--- config.mk ---
export PLATFORM = sky130hd
export DESIGN_NAME = async_fifo_rd_stream_flat
export DESIGN_NICKNAME = d
export VERILOG_FILES = /design/src/rtl/async_fifo_pkg.sv /design/src/rtl/async_fifo_rd_stream_if.sv /design/src/rtl/stream_skid_buf2.sv /design/src/rtl/async_fifo_rd_stream.sv /design/src/flat_wrapper.sv
export SDC_FILE = /design/constraint.sdc
export NUM_CORES = 1
export LEC_CHECK = 0
export CORE_MARGIN = 2
export CORE_UTILIZATION = 40
export CTS_CLUSTER_SIZE = 16
export DETAILED_ROUTE_END_ITERATION = 10
export DONT_BUFFER_PORTS = 1
export PLACE_DENSITY = 0.61
export SYNTH_ARGS = -nofsm -noshare
export SYNTH_HDL_FRONTEND = slang
export SYNTH_SLANG_ARGS = --single-unit
--- constraint.sdc ---
create_clock -name clk -period 6.5 [get_ports clk]
set_input_delay 1.625 -clock clk [delete_from_list [all_inputs] [get_ports clk]]
set_output_delay 1.625 -clock clk [all_outputs]
set_load 0.01 [all_outputs]
--- src/rtl/async_fifo_pkg.sv ---
// Shared defaults and types for the async FIFO read-side streaming adapter.
package async_fifo_pkg;

    localparam int DEF_DATA_WIDTH = 8;
    localparam int DEF_CNT_WIDTH  = 16;

    // Occupancy of the 2-entry output buffer (0..2).
    typedef logic [1:0] occ_t;

endpackage

--- src/rtl/async_fifo_rd_stream_if.sv ---
// Stream handshake: a beat transfers on a rising clk edge where m_valid and m_ready are both 1;
// once m_valid is raised, m_valid and m_data hold until that transfer, a reset or a flush.
interface async_fifo_rd_stream_if import async_fifo_pkg::*; #(
    parameter int DATA_WIDTH = DEF_DATA_WIDTH
) ();

    logic                  m_valid;
    logic [DATA_WIDTH-1:0] m_data;
    logic                  m_ready;

    modport master (output m_valid, output m_data, input m_ready);
    modport slave  (input m_valid, input m_data, output m_ready);

endinterface

--- src/rtl/stream_skid_buf2.sv ---
// Two-entry in-order buffer: tail written on push, head advanced on pop, both allowed in one cycle.
module stream_skid_buf2 import async_fifo_pkg::*; #(
    parameter int DATA_WIDTH = DEF_DATA_WIDTH
) (
    input  logic                  clk,
    input  logic                  rst,
    input  logic                  clear,
    input  logic                  push,
    input  logic [DATA_WIDTH-1:0] push_data,
    input  logic                  pop,
    output logic [DATA_WIDTH-1:0] head_data,
    output occ_t                  count
);

    logic [DATA_WIDTH-1:0] mem [2];
    logic                  rd_ptr;
    logic                  wr_ptr;

    always_ff @(posedge clk) begin
        if (rst || clear) begin
            count  <= '0;
            rd_ptr <= 1'b0;
            wr_ptr <= 1'b0;
        end else begin
            if (push) wr_ptr <= ~wr_ptr;
            if (pop)  rd_ptr <= ~rd_ptr;
            case ({push, pop})
                2'b10:   count <= count + 2'd1;
                2'b01:   count <= count - 2'd1;
                default: count <= count;
            endcase
        end
    end

    // Storage carries no reset; the head is ignored while count is zero.
    always_ff @(posedge clk) begin
        if (push && !clear) mem[wr_ptr] <= push_data;
    end

    assign head_data = mem[rd_ptr];

endmodule

--- src/rtl/async_fifo_rd_stream.sv ---
// Turns the async FIFO read port (one-cycle read latency) into a valid/ready stream without bubbles.
module async_fifo_rd_stream import async_fifo_pkg::*; #(
    parameter int DATA_WIDTH = DEF_DATA_WIDTH,
    parameter int CNT_WIDTH  = DEF_CNT_WIDTH
) (
    input  logic                  clk,
    input  logic                  rst,
    input  logic                  fifo_empty,
    output logic                  fifo_rd_en,
    input  logic [DATA_WIDTH-1:0] fifo_rd_data,
    input  logic                  flush,
    async_fifo_rd_stream_if.master m,
    output logic [CNT_WIDTH-1:0]  words_out
);

    occ_t                  buf_count;
    logic                  inflight;
    logic                  pop;
    logic [2:0]            occ_after;
    logic [DATA_WIDTH-1:0] head_data;

    assign pop = m.m_valid & m.m_ready;

    // Words held or already requested once this cycle's pop leaves; a read is only
    // issued when its returning word is guaranteed a free buffer slot.
    assign occ_after  = {1'b0, buf_count} + {2'b00, inflight} - {2'b00, pop};
    assign fifo_rd_en = !fifo_empty && !rst && !flush && (occ_after < 3'd2);

    always_ff @(posedge clk) begin
        if (rst) inflight <= 1'b0;
        else     inflight <= fifo_rd_en;
    end

    // A beat handed over in a flush cycle still completed, so it is counted.
    always_ff @(posedge clk) begin
        if (rst)      words_out <= '0;
        else if (pop) words_out <= words_out + CNT_WIDTH'(1);
    end

    stream_skid_buf2 #(.DATA_WIDTH(DATA_WIDTH)) u_buf (
        .clk       (clk),
        .rst       (rst),
        .clear     (flush),
        .push      (inflight),
        .push_data (fifo_rd_data),
        .pop       (pop),
        .head_data (head_data),
        .count     (buf_count)
    );

    assign m.m_valid = (buf_count != 2'd0);
    assign m.m_data  = head_data;

endmodule
--- src/flat_wrapper.sv ---
// flat-port wrapper written by rule: the top's interface ports become plain ports
module async_fifo_rd_stream_flat import async_fifo_pkg::*;
#(
    parameter int DATA_WIDTH = DEF_DATA_WIDTH,
    parameter int CNT_WIDTH  = DEF_CNT_WIDTH
)
  (clk, rst, fifo_empty, fifo_rd_en, fifo_rd_data, flush, words_out, m_m_valid, m_m_data, m_m_ready);
  async_fifo_rd_stream_if #(.DATA_WIDTH(DATA_WIDTH)) m_i ();
  input  logic clk;
  input  logic rst;
  input  logic fifo_empty;
  output logic fifo_rd_en;
  input  logic [DATA_WIDTH-1:0] fifo_rd_data;
  input  logic flush;
  output logic [CNT_WIDTH-1:0] words_out;
  output wire logic [$bits(m_i.m_valid)-1:0] m_m_valid;
  output wire logic [$bits(m_i.m_data)-1:0] m_m_data;
  input wire logic [$bits(m_i.m_ready)-1:0] m_m_ready;
  assign m_m_valid = m_i.m_valid;
  assign m_m_data = m_i.m_data;
  assign m_i.m_ready = m_m_ready;
  async_fifo_rd_stream #(.DATA_WIDTH(DATA_WIDTH), .CNT_WIDTH(CNT_WIDTH)) u_core (.clk(clk), .rst(rst), .fifo_empty(fifo_empty), .fifo_rd_en(fifo_rd_en), .fifo_rd_data(fifo_rd_data), .flush(flush), .m(m_i), .words_out(words_out));
endmodule
==> flow_metrics.py <==
metrics = {
    "status": {
        "status": "finished clean",
    },
    "clock_tree": {
        "htree_levels": 2,
        "cts_sinks": 38,
        "clock_latency_ns": 0.29,
        "cts_setup_buffers": 0,
        "clk_pin_slew_worst_paths_ns": 0.07,
        "ctsLongestPathBuffers": 2,
        "cts-buffers-inserted": 5,
        "cts_tree": "built",
        "cts-root-buf": "clkbuf_8",
        "cts_resized": 0,
        "holdBufCountCts": 0,
    },
    "power": {
        "power_density_nw_per_um2": 230,
        "clkPwrFrac_pct": 36.5,
        "switching_share_pct": 20.4,
        "comb_power_share_pct": 2.3,
        "p_int_mw": 0.328,
        "p_leak_nw": 0.581,
        "ir_worst_vdd_mv": 0.121,
        "p_switching_mw": 0.0841,
        "seqPwrFrac_pct": 61.2,
    },
    "timing": {
        "period_share_pct": 81.5,
        "setup_viol": 0,
        "min_period_ns": 5.30,
        "rsz0062_at_grt": "false",
        "hold_viol": 0,
        "worst_pin_slew_ns": 1.13,
        "max_clock_freq_ghz": 0.189,
        "maxSlewViolCount": 0,
        "tns_ns": 0,
        "slew_headroom_pct": 24.0,
        "clock-skew-final_ns": 0.00555,
    },
    "setup_path": {
        "worstSetupStartpointType": "input port",
        "required_ns": 4.88,
        "endpoint_kind": "output port",
        "reg2reg_depth": 7,
        "worstPathArrival_ns": 3.67,
        "crit_fanout": 8,
        "path_class": "in2out",
        "rr_endpoint": "u_core.inflight",
        "crit_path_start": "m_m_ready",
        "critical_path.reg2reg.startpoint": "u_core.u_buf.count[0]",
        "r2r_setup_slack_ns": 4.00,
        "crit_end": "fifo_rd_en",
    },
    "synth": {
        "yosysMostFrequentCell": "dfxtp_1",
        "synth_seq_cells": 38,
        "synth-async-reset-ratio_pct": 0,
        "synth_commonest_cells": "dfxtp_1, nor2_1, edfxtp_1, xnor2_1, mux2_2",
        "netlist_area_um2": 1670,
        "synth_cells": 143,
        "synth_top_area_share_pct": 28.8,
        "synthFlopType": "dfxtp_1",
        "ys_warn_count": 0,
        "synth_area_leaders": "edfxtp_1, dfxtp_1, xnor2_1, mux2_2, nor2_1",
        "syn_nets": 160,
        "yosysTopAreaCell": "edfxtp_1",
        "ys_seq_area_share_pct": 55.3,
        "avgSynthCellArea_um2": 11.7,
        "yosysUniqueCellTypes": 33,
        "synth-edff-count": 16,
    },
    "global_route": {
        "grt_pass1_vias": 1108,
        "overflow": 0,
        "grt_max_degree": 21,
        "grt_use_total_pct": 14.5,
        "antenna_found_initial": 0,
        "grt_first_pass_wirelength_um": 4860,
    },
    "final_layout": {
        "utilization_pct": 44.9,
        "area_delta_synth_final_pct": 7.73,
        "drive_gt1_share_pct": 18.4,
        "fillers": 378,
        "fin_nets": 163,
        "finalNonFillerCells": 197,
        "diodes": 0,
    },
    "floorplan": {
        "die_h_um": 68.6,
        "num_rows": 23,
        "fp.dieW_um": 68.6,
        "io_pins": 39,
        "start_util_pct": 41.7,
        "core-area_um2": 4000,
        "die_area_um2": 4700,
    },
    "detailed_routing": {
        "num_vias": 1019,
        "routed_via_density": 5.17,
        "final_antenna_net_count": 0,
        "wirelength_um": 2950,
        "drc": 0,
        "drt-initial-drc-count": 41,
        "post_drt_wl_per_cell_um": 15.0,
        "first_pass_iters": 4,
    },
    "placed_design": {
        "hpwl_um": 2190,
        "place.gp.congestion": 0.717,
        "place_inst": 189,
        "portBuffers": 0,
    },
    "job": {
        "cap_violations": 0,
    },
    "min_path": {
        "min_path_type": "reg2reg",
    },
}
-- routing by layer --
metal  share of wire [%]  up-vias  routed length (um)  track usage [%]
li1                    -      498                   -                -
met1                  36      471                1050             14.7
met2                  52       44                1530             25.4
met3                  11        6                 322             5.52
met4                 1.7        0                  50             8.25
met5                   0        -                   0                0
-- kinds of logic (layout without fill, tap and decap cells) --
kind of cell             after synthesis  in the layout  synth area share (%)
buffers and inverters                 10             14                  2.25
AO/OA/AOI/OAI                         11             11                  5.26
multiplexers                           9              9                  6.31
flip-flops                            38             38                  55.3
adder cells (fa/ha/maj)                4              4                  3.45
XOR/XNOR                              16             16                  8.41
AND/OR/NAND/NOR                       55             55                  19.1
-- flip-flops by register name, summed over array words and instances (netlist names), named ones only --
register             cells
u_core.u_buf.mem        16
u_core.words_out        16
u_core.u_buf.count       2
u_core.inflight          1
u_core.u_buf.rd_ptr      1
u_core.u_buf.wr_ptr      1
-- power groups by stage --
stage	combinational, mW	clock [mW]	sequential, mW
2_1_floorplan	0.00985	0	0.257
3_3_place_gp	0.00916	0	0.257
3_5_place_dp	0.00958	0	0.258
4_1_cts	0.00964	0.157	0.252
5_1_grt	0.0106	0.166	0.252
6_report	0.00942	0.151	0.252
-- per-stage QoR --
step / hold slack (ns) / setup WS, ns / total power, mW / area (um^2)
after global placement: 0.510 / 1.25 / 0.267 / 1710
final: 0.533 / 1.20 / 0.412 / 1800
after global routing: 0.580 / 1.05 / 0.430 / 1800
after CTS: 0.540 / 1.18 / 0.419 / 1800
after floorplan: 0.475 / 1.37 / 0.267 / 1670
after detailed placement: 0.508 / 1.19 / 0.267 / 1710
-- layout by cell type, fill, tap and decap left out, types with 2 or more instances in the layout --
| cell type | count |
|---|---|
| a21oi_1 | 5 |
| a31o_2 | 2 |
| clkbuf_8 | 5 |
| dfxtp_1 | 22 |
| edfxtp_1 | 16 |
| ha_1 | 3 |
| inv_1 | 6 |
| mux2_2 | 8 |
| nand2_1 | 7 |
| nand2b_1 | 2 |
| nand3_1 | 3 |
| nor2_1 | 21 |
| nor3_1 | 4 |
| nor4_1 | 2 |
| nor4_2 | 2 |
| nor4b_1 | 2 |
| o21ai_0 | 2 |
| or2_2 | 2 |
| or3_1 | 2 |
| xnor2_1 | 14 |
| xor2_1 | 2 |
-- worst min-delay path by stage --
stage                          startpoint                   to  slack, ns  cells after the start
after floorplan           u_core.inflight  u_core.u_buf.wr_ptr       0.48                      2
after global placement    u_core.inflight  u_core.u_buf.wr_ptr       0.51                      2
after detailed placement  u_core.inflight  u_core.u_buf.wr_ptr       0.51                      2
after CTS                 u_core.inflight  u_core.u_buf.wr_ptr       0.54                      2
after global routing      u_core.inflight  u_core.u_buf.wr_ptr       0.58                      2
final                     u_core.inflight  u_core.u_buf.wr_ptr       0.53                      2
-- layout make-up --
| class | count | area (um^2) | area share [%] |
|---|---|---|---|
| clock buffer | 6 | 72.6 | 4.04 |
| clock inverter | 2 | 8.76 | 0.488 |
| inverter | 6 | 22.5 | 1.25 |
| multi-input combinational | 95 | 708 | 39.4 |
| sequential | 38 | 921 | 51.3 |
| tap | 50 | 62.6 | 3.48 |
-- worst max-delay path, stage by stage --
cell and delay (ns):
o21ai_2 0.11, inv_1 0.21, ha_1 0.38, or2b_1 0.26
fa_1 0.38, xor2_1 0.17, nor4b_1 0.53
Power figures use the tool's default switching activity.
